`config.mk`:
```
export PLATFORM = sky130hd
export DESIGN_NAME = mem_stage_hs
export DESIGN_NICKNAME = d
export VERILOG_FILES = /design/src/rtl/mem_stage_hs.sv
export SDC_FILE = /design/constraint.sdc
export NUM_CORES = 1
export LEC_CHECK = 0
export CORE_MARGIN = 1
export CORE_UTILIZATION = 49
export CTS_BUF_LIST = sky130_fd_sc_hd__clkbuf_4 sky130_fd_sc_hd__clkbuf_8
export CTS_CLUSTER_SIZE = 10
export DETAILED_ROUTE_END_ITERATION = 10
export HOLD_SLACK_MARGIN = 0.12
export PLACE_DENSITY = 0.93
export SETUP_SLACK_MARGIN = 0.15
export SLEW_MARGIN = 10
export SYNTH_ARGS = -nofsm -noshare
export SYNTH_HDL_FRONTEND = slang
export SYNTH_SLANG_ARGS = --single-unit
```
`constraint.sdc`:
```
create_clock -name i_clk -period 16.09 [get_ports i_clk]
set_clock_uncertainty 0.05 [all_clocks]
set_input_delay 4.827 -clock i_clk [delete_from_list [all_inputs] [get_ports i_clk]]
set_output_delay 4.827 -clock i_clk [all_outputs]
set_load 0.05 [all_outputs]
```
`src/rtl/mem_stage_hs.sv`:
```
// Load/store stage with a req/gnt + rvalid data-bus handshake and a timeout.
// Non-memory instructions and rejected (misaligned/illegal) accesses pass straight to writeback.
module mem_stage_hs #(
  parameter int ADDR_W   = 32,
  parameter int MAX_WAIT = 15
) (
  input  logic              i_clk,
  input  logic              i_rst,
  input  logic              i_vld,
  input  logic [2:0]        i_opsel,
  input  logic              i_dmem_ren,
  input  logic              i_dmem_wen,
  input  logic [ADDR_W-1:0] i_addr,
  input  logic [31:0]       i_wdata,
  input  logic [31:0]       i_res,
  input  logic [4:0]        i_rd_waddr,
  input  logic              i_rd_wen,
  output logic              o_stall,
  output logic              o_req,
  input  logic              i_gnt,
  output logic [ADDR_W-1:0] o_bus_addr,
  output logic [31:0]       o_bus_wdata,
  output logic [3:0]        o_bus_mask,
  output logic              o_bus_wen,
  input  logic              i_rvalid,
  input  logic [31:0]       i_rdata,
  output logic              o_vld,
  output logic [4:0]        o_rd_waddr,
  output logic              o_rd_wen,
  output logic [31:0]       o_wb_data,
  output logic              o_misalign,
  output logic              o_bus_err
);

  localparam int CNT_W = $clog2(MAX_WAIT + 1);

  typedef enum logic [1:0] {IDLE, REQ, WAIT, DONE} state_t;

  state_t            state_q;
  logic [CNT_W-1:0]  cnt_q;
  logic [ADDR_W-1:0] addr_q;
  logic [3:0]        mask_q;
  logic [31:0]       wdata_q;
  logic [2:0]        opsel_q;
  logic [4:0]        rd_q;
  logic              rd_wen_q, is_ld_q, err_q, req_q;
  logic [31:0]       ldata_q;
  logic              vld_q, wb_wen_q, mis_q, berr_q;
  logic [4:0]        wb_rd_q;
  logic [31:0]       wb_data_q;

  logic        access, illegal, misal, mem_op, is_ld;
  logic [3:0]  mask_d;
  logic [31:0] bwdata_d, lane, ldata_d;

  always_comb begin
    access  = i_vld & (i_dmem_ren | i_dmem_wen);
    illegal = (i_opsel == 3'b011) | (i_opsel[2:1] == 2'b11);
    misal   = ((i_opsel[1:0] == 2'b01) & i_addr[0]) |
              ((i_opsel[1:0] == 2'b10) & (i_addr[1:0] != 2'b00));
    mem_op  = access & ~(illegal | misal);
    is_ld   = i_dmem_ren & ~i_dmem_wen;
    case (i_opsel[1:0])
      2'b00: begin
        mask_d   = 4'b0001 << i_addr[1:0];
        bwdata_d = {4{i_wdata[7:0]}};
      end
      2'b01: begin
        mask_d   = i_addr[1] ? 4'b1100 : 4'b0011;
        bwdata_d = {2{i_wdata[15:0]}};
      end
      default: begin
        mask_d   = 4'b1111;
        bwdata_d = i_wdata;
      end
    endcase
    // Bring the addressed lane down to bit 0, then extend per opsel[2].
    lane = i_rdata >> {addr_q[1:0], 3'b000};
    case (opsel_q[1:0])
      2'b00:   ldata_d = {{24{lane[7] & ~opsel_q[2]}}, lane[7:0]};
      2'b01:   ldata_d = {{16{lane[15] & ~opsel_q[2]}}, lane[15:0]};
      default: ldata_d = lane;
    endcase
  end

  always_ff @(posedge i_clk or posedge i_rst) begin
    if (i_rst) begin
      state_q   <= IDLE;
      cnt_q     <= '0;
      addr_q    <= '0;
      mask_q    <= '0;
      wdata_q   <= '0;
      opsel_q   <= '0;
      rd_q      <= '0;
      rd_wen_q  <= 1'b0;
      is_ld_q   <= 1'b0;
      err_q     <= 1'b0;
      req_q     <= 1'b0;
      ldata_q   <= '0;
      vld_q     <= 1'b0;
      wb_wen_q  <= 1'b0;
      mis_q     <= 1'b0;
      berr_q    <= 1'b0;
      wb_rd_q   <= '0;
      wb_data_q <= '0;
    end else begin
      vld_q    <= 1'b0;
      wb_wen_q <= 1'b0;
      mis_q    <= 1'b0;
      berr_q   <= 1'b0;
      case (state_q)
        IDLE: begin
          if (mem_op) begin
            addr_q   <= i_addr;
            mask_q   <= mask_d;
            wdata_q  <= bwdata_d;
            opsel_q  <= i_opsel;
            rd_q     <= i_rd_waddr;
            rd_wen_q <= i_rd_wen;
            is_ld_q  <= is_ld;
            err_q    <= 1'b0;
            ldata_q  <= '0;
            cnt_q    <= '0;
            req_q    <= 1'b1;
            state_q  <= REQ;
          end else begin
            vld_q     <= i_vld;
            wb_rd_q   <= i_rd_waddr;
            wb_wen_q  <= i_rd_wen & i_vld & ~access;
            wb_data_q <= i_res;
            mis_q     <= access;
          end
        end
        REQ: begin
          if (i_gnt) begin
            req_q   <= 1'b0;
            cnt_q   <= '0;
            state_q <= is_ld_q ? WAIT : DONE;
          end else if (cnt_q == CNT_W'(MAX_WAIT - 1)) begin
            req_q   <= 1'b0;
            err_q   <= 1'b1;
            state_q <= DONE;
          end else begin
            cnt_q <= cnt_q + 1'b1;
          end
        end
        WAIT: begin
          if (i_rvalid) begin
            ldata_q <= ldata_d;
            state_q <= DONE;
          end else if (cnt_q == CNT_W'(MAX_WAIT - 1)) begin
            err_q   <= 1'b1;
            state_q <= DONE;
          end else begin
            cnt_q <= cnt_q + 1'b1;
          end
        end
        DONE: begin
          vld_q     <= 1'b1;
          wb_rd_q   <= rd_q;
          wb_wen_q  <= rd_wen_q & is_ld_q & ~err_q;
          wb_data_q <= (is_ld_q & ~err_q) ? ldata_q : 32'h0;
          berr_q    <= err_q;
          state_q   <= IDLE;
        end
        default: state_q <= IDLE;
      endcase
    end
  end

  // Rejected accesses never stall: only a legal op waiting in IDLE does.
  assign o_stall     = (state_q == REQ) | (state_q == WAIT) | ((state_q == IDLE) & mem_op);
  assign o_req       = req_q;
  assign o_bus_addr  = {addr_q[ADDR_W-1:2], 2'b00};
  assign o_bus_wdata = wdata_q;
  assign o_bus_mask  = mask_q;
  assign o_bus_wen   = ~is_ld_q;
  assign o_vld       = vld_q;
  assign o_rd_waddr  = wb_rd_q;
  assign o_rd_wen    = wb_wen_q;
  assign o_wb_data   = wb_data_q;
  assign o_misalign  = mis_q;
  assign o_bus_err   = berr_q;

endmodule

```
==> impl_metrics.json, run 1 <==
{
  "outcome": "finished clean",
  "finalNonFillerCells": 1190,
  "dr.pass1.iters": 5,
  "final.setup.tns_ns": 0,
  "placed_cells": 1158,
  "fillers": 1092,
  "clockBufferDepth": 2,
  "synth.yosys.warnings": 0,
  "synthFlopType": "dfrtp_1",
  "die_y_um": 127.9,
  "min_period_ns": 12.73,
  "grt.total_usage_pct": 26.71,
  "ioPinCount": 256,
  "rsz0062_at_grt": "no",
  "synth_edf_count": 0,
  "initial_core_util_pct": 50.73,
  "area_delta_synth_final_pct": 36.99,
  "postCtsHoldBufs": 0,
  "synthCells": 762,
  "antenna_found_initial": 0,
  "routedWlPerCell_um": 17.74,
  "crit_type": "in2out",
  "final_nets": 1118,
  "io_buffers": 253,
  "setup_viol": 0,
  "grt_pass1_wl_um": 33730,
  "drtAntennaViolNets": 0,
  "routed_via_density": 5.456,
  "p_per_area_mw_per_mm2": 219.7,
  "ys_types": 47,
  "cts.htree.levels": 4,
  "yosysTopAreaCell": "dfrtp_1",
  "yosysSeqAreaShare_pct": 51.22,
  "cts_resized": 0,
  "cp_data_arrival_time_ns": 7.85,
  "fmax_mhz": 78.55,
  "cts_tree": "done",
  "netlist.area_leader.share_pct": 51.22,
  "drive_above_1_share_pct": 11.44,
  "syn_area_per_cell_sq_um": 10.20,
  "antenna_cells": 0,
  "rows": 45,
  "worst_slew_pin_slew_ns": 1.030,
  "clock_latency_ns": 0.44,
  "drcViolationCount": 0,
  "die_w_um": 127.9,
  "busiest_layer": "met2",
  "met2_usage_pct": 45.33,
  "ir_worst_vdd_uv": 142.0,
  "postCtsSetupBuffers": 0,
  "yosys-top-cells-area": "dfrtp_1 51%, mux2_2 8.0%, o21ai_0 6.1%",
  "via_count": 6493,
  "slew_headroom_pct": 31.06,
  "cts_sinks": 159,
  "core_area_sq_mm": 0.01531,
  "hp-class": "reg2reg",
  "cp_max_fo": 75,
  "clock-root-buffer": "clkbuf_8",
  "first_global_vias": 6615,
  "cts.clk_slew.worst_paths_ns": 0.08,
  "required_ns": 11.21,
  "wl_um": 21110,
  "grt_max_degree": 91,
  "die_area_sq_mm": 0.01636,
  "end_kind": "output pin",
  "initialDrtViolationCount": 504,
  "drv_slew": 0,
  "dp_hpwl_um": 15210,
  "cap_violations": 0,
  "grt_use_met3_pct": 9.098,
  "leakagePower_nw": 4.610,
  "start_kind": "input port",
  "async_flop_share_pct": 100.0,
  "overflow": 0,
  "place_congestion": 0.8483,
  "timing.final.crit_share_pct": 79.12,
  "hold_violations": 0,
  "synth_seq_cells": 159,
  "cts_buffers": 17,
  "grtUsageMet1_pct": 31.54,
  "netlist_area_sq_mm": 0.007769
}
[metal layers]
| layer | part of all wire, % | wire (um) |
|---|---|---|
| met3 | 8.8 | 1852 |
| met4 | 2.2 | 457 |
| met1 | 40 | 8389 |
| met5 | 0 | 0 |
| met2 | 49 | 10410 |
[final cells by class]
type,instances,area (sq um),share of cell area [%]
well taps,211,264.0,2.481
flip-flops and latches,159,3979,37.39
clock buffers,20,275.3,2.586
repair buffers,263,2608,24.50
multi-input cells,515,3293,30.94
inverters,10,42.54,0.3997
clock inverters,12,181.4,1.705
[kinds of logic after synthesis]
kind of cell	after synthesis	synth area share, %
AO/OA/AOI/OAI	204	15.20
adder cells (fa/ha/maj)	8	1.289
buffers and inverters	89	6.587
flip-flops	159	51.22
multiplexers	102	14.11
other	1	0.04827
AND/OR/NAND/NOR	199	11.55
[final timing paths]
path	startpoint	to	slack [ns]	cells after the start
min in group asynchronous	i_rst	o_wb_data[26]	4.82	2
min	o_wb_data[15]	o_wb_data[15]	0.43	2
min reg2reg	o_wb_data[15]	o_wb_data[15]	0.43	2
max in group asynchronous	i_rst	opsel_q[2]	9.66	3
max	i_opsel[0]	o_stall	3.36	6
max reg2reg	state_q[1]	addr_q[25]	13.43	6
[critical path, stage by stage]
cell and delay [ns]:
clkdlybuf4s50_1 0.82, nor4_4 0.45, o211ai_1 0.17, nand2b_2 0.09, buf_4 0.52, clkdlybuf4s50_1 0.93
[synth_stat cells, drive strengths merged, types with 2 or more instances]
| cell type | n |
|---|---|
| dfrtp | 159 |
| nand2 | 119 |
| a31oi | 3 |
| o21a | 3 |
| nand2b | 5 |
| buf | 59 |
| inv | 10 |
| mux2i | 45 |
| and3 | 2 |
| o21ai | 100 |
| or2 | 2 |
| clkbuf | 20 |
| a21oi | 62 |
| mux2 | 57 |
| nor2b | 36 |
| o31ai | 8 |
| nor3 | 3 |
| and2 | 2 |
| a22o | 17 |
| ha | 8 |
| nor2 | 26 |
[flip-flops by register name, summed over array words and instances (netlist names), 2 cells and up]
| register | flops |
|---|---|
| addr_q | 32 |
| cnt_q | 4 |
| ldata_q | 32 |
| o_bus_mask | 4 |
| o_bus_wdata | 32 |
| o_rd_waddr | 5 |
| o_wb_data | 32 |
| opsel_q | 3 |
| rd_q | 5 |
| state_q | 2 |
[cells in the final DEF (no fill, tap or decap), types with 2 or more instances in the layout]
cell type / netlist / routed
o31ai_1: 8 / 8
nor3_1: 3 / 3
o21ai_1: 5 / 5
and2_1: 2 / 2
clkinv_2: 0 / 2
ha_1: 8 / 8
nor2b_1: 36 / 36
mux2_2: 55 / 55
nand2b_1: 5 / 4
a31oi_1: 2 / 2
o21ai_0: 94 / 94
mux2i_1: 45 / 45
a21oi_1: 62 / 62
buf_4: 37 / 10
and3_1: 2 / 2
nor2_1: 26 / 25
dfrtp_1: 159 / 159
o21a_1: 2 / 2
bufinv_16: 0 / 4
a22o_1: 17 / 17
clkinv_4: 0 / 3
nand2_1: 119 / 119
conb_1: 1 / 2
clkbuf_8: 0 / 20
clkdlybuf4s50_1: 0 / 253
inv_1: 10 / 9
inv_6: 0 / 3
[through the flow]
step | hold WS (ns) | power [mW] | setup slack (ns) | cell area, sq um | util [%]
floorplan | 0.3988 | 1.635 | 5.358 | 7772 | -
global placement | 0.4098 | 1.963 | 3.405 | 10190 | 66.51
detailed placement | 0.4202 | 2.004 | 3.365 | 10190 | 66.51
CTS | 0.4383 | 2.346 | 3.364 | 10640 | 69.49
global route | 0.4553 | 2.463 | 3.163 | 10640 | 69.49
finish | 0.4307 | 2.338 | 3.360 | 10640 | 69.49
[report_power, final]
part	leakage, nW	internal, mW	switching [mW]
Sequential	2.01	0.585	0.118
Clock	0.230	0.183	0.150
Combinational	2.37	0.453	0.849
Total	4.61	1.22	1.12
(Power assumes the default switching activity.)
==> run 2, diff against run 1 <==
--- a/config.mk
+++ b/config.mk
@@ -6,12 +6,12 @@
 export NUM_CORES = 1
 export LEC_CHECK = 0
 export CORE_MARGIN = 1
-export CORE_UTILIZATION = 49
+export CORE_UTILIZATION = 43
 export CTS_BUF_LIST = sky130_fd_sc_hd__clkbuf_4 sky130_fd_sc_hd__clkbuf_8
 export CTS_CLUSTER_SIZE = 10
 export DETAILED_ROUTE_END_ITERATION = 10
 export HOLD_SLACK_MARGIN = 0.12
-export PLACE_DENSITY = 0.93
+export PLACE_DENSITY = 0.87
 export SETUP_SLACK_MARGIN = 0.15
 export SLEW_MARGIN = 10
 export SYNTH_ARGS = -nofsm -noshare
==> constraint.sdc (replaced) <==
create_clock -name i_clk -period 11.7 [get_ports i_clk]
set_clock_uncertainty 0.05 [all_clocks]
set_input_delay 3.51 -clock i_clk [delete_from_list [all_inputs] [get_ports i_clk]]
set_output_delay 3.51 -clock i_clk [all_outputs]
set_load 0.05 [all_outputs]
==> run 2 against run 1 <==
  * Power up 34%
  * Sequential share of layout area up 0.22 points
  * Die area grew 14%
  * Count of clock-buffer cells in the layout decreased by 2
  * Setup slack got worse by 1.1 ns
  * Hold slack better by 0.0033 ns
  * Design area decreased by 0.58%
  * Highest routed layer unchanged
==> impl_metrics.json, run 2 (same netlist as run 1, synthesis figures left out) <==
{
  "slew_headroom_pct": 30.68,
  "pwr-share-clk_pct": 12.8,
  "leakagePower_nw": 4.561,
  "endpoint": "o_stall",
  "p_per_area_mw_per_mm2": 296.8,
  "switching_share_pct": 48.92,
  "place_congestion": 0.8483,
  "cts.htree.levels": 4,
  "worst_slew_pin_slew_ns": 1.036,
  "core_area_sq_mm": 0.01748,
  "cts_buffers": 17,
  "cp_max_fo": 13,
  "final_nets": 1117,
  "clockBufferDepth": 2,
  "area_delta_synth_final_pct": 36.21,
  "r2r-start": "state_q[1]",
  "via_count": 6352,
  "cts_sinks": 159,
  "routed_via_density": 5.280,
  "overflow": 0,
  "seq_power_share_pct": 30.5,
  "grt_pass1_wl_um": 32470,
  "min_period_ns": 9.459,
  "mostFrequentLayoutCells": "253 x clkdlybuf4s50_1, 159 x dfrtp_1, 119 x nand2_1",
  "io_buffers": 253,
  "post-route-util_pct": 60.55,
  "cp_data_arrival_time_ns": 5.90,
  "setup_viol": 0,
  "start_kind": "input port",
  "outcome": "finished clean",
  "slowest_stage": "clkdlybuf4s50_1",
  "r2r_setup_slack_ns": 9.02,
  "rsz0062_at_grt": "no",
  "cap_violations": 0,
  "cts.clk_slew.worst_paths_ns": 0.09,
  "ioPinCount": 256,
  "cts_resized": 0,
  "drive_above_1_share_pct": 11.45,
  "hold_violations": 0,
  "drcViolationCount": 0,
  "p_switching_mw": 1.536,
  "grt.total_usage_pct": 22.83,
  "wl_um": 20730,
  "dr.pass1.iters": 4,
  "mostFrequentLayoutCell": "clkdlybuf4s50_1",
  "postCtsHoldBufs": 0,
  "placed_cells": 1171,
  "reg2regPathDepth": 6,
  "rows": 48,
  "cp.depth": 5,
  "die_y_um": 136.4,
  "postCtsSetupBuffers": 0,
  "cpPeakStageDelay_ns": 0.80,
  "comb_power_share_pct": 56.7,
  "cts_tree": "done",
  "required_ns": 8.14,
  "die_area_sq_mm": 0.01861,
  "power_mw": 3.140,
  "die_w_um": 136.4,
  "timing.final.crit_share_pct": 80.85,
  "path_common_cell": "clkdlybuf4s50_1",
  "antenna_found_initial": 0,
  "first_global_vias": 6428,
  "dp_hpwl_um": 15030,
  "p_int_mw": 1.604,
  "clock-root-buffer": "clkbuf_8",
  "drv_slew": 0,
  "startpoint": "i_opsel[0]",
  "critical-path-top-delay-family": "buffers and inverters",
  "clock_latency_ns": 0.44,
  "finalNonFillerCells": 1203,
  "reg2reg_to": "addr_q[23]",
  "fmax_mhz": 105.7,
  "antenna_cells": 0,
  "ir_worst_vdd_uv": 222.5,
  "routedWlPerCell_um": 17.24,
  "hp-class": "reg2reg",
  "drtAntennaViolNets": 0,
  "path_buf_inv": 2,
  "crit_type": "in2out",
  "grt_max_degree": 92,
  "final.setup.tns_ns": 0,
  "cp_cell_sequence": "clkdlybuf4s50_1 > a21oi_1 > o211ai_1 > nand2b_2 > clkdlybuf4s50_1",
  "end_kind": "output pin",
  "initialDrtViolationCount": 356,
  "initial_core_util_pct": 44.45
}
-- run 2: cell count changes in the layout (fill, tap and decap cells not counted), sizes merged --
cell,delta
buf,-1
clkinvlp,+2
clkinv,+1
clkbuf,-2
bufinv,-3
inv,+2
-- run 2: final cells by class --
cell class,count,area (sq um)
fill,1464,6895
sequential,159,3979
multi-input combinational,515,3296
timing repair buffer,262,2600
tap,225,281.5
clock buffer,18,247.7
clock inverter,14,135.1
inverter,10,42.54
-- run 2: how the worst min path moves through the flow --
| stage | startpoint | to | slack, ns | cells past startpoint |
|---|---|---|---|---|
| finish | ldata_q[4] | ldata_q[4] | 0.43 | 2 |
| global route | o_rd_waddr[4] | o_rd_waddr[4] | 0.46 | 2 |
| CTS | ldata_q[4] | ldata_q[4] | 0.44 | 2 |
| detailed placement | ldata_q[4] | ldata_q[4] | 0.42 | 2 |
| global placement | o_bus_wdata[12] | o_bus_wdata[12] | 0.41 | 2 |
| floorplan | ldata_q[0] | ldata_q[0] | 0.40 | 2 |
-- run 2: layer usage --
layer	track usage [%]	routed length (um)	vias up
li1	-	-	3009
met1	27.65	8441	3037
met2	37.17	9918	279
met3	8.166	1925	27
met4	8.457	448	0
met5	0	0	-
-- run 2: through the flow --
step                hold slack, ns  setup slack, ns  instance area, sq um
floorplan                   0.3988            3.602                  7772
global placement            0.4094            2.240                 10200
detailed placement          0.4178            2.228                 10200
CTS                         0.4381            2.225                 10580
global route                0.4642            2.105                 10580
finish                      0.4340            2.241                 10580
-- run 2: power by group through the flow --
stage / logic [mW] / registers, mW / clock network, mW
after floorplan: 0.884 / 1.36 / 0
after global placement: 1.76 / 0.954 / 0
after detailed placement: 1.79 / 0.969 / 0
after CTS: 1.79 / 0.959 / 0.411
after global routing: 1.90 / 0.989 / 0.430
final: 1.78 / 0.958 / 0.401
-- run 2: tightest hold or removal path: stages, from the launching register on --
cell     delay [ns]
dfrtp_1        0.35
nand2_1        0.05
o31ai_1        0.05
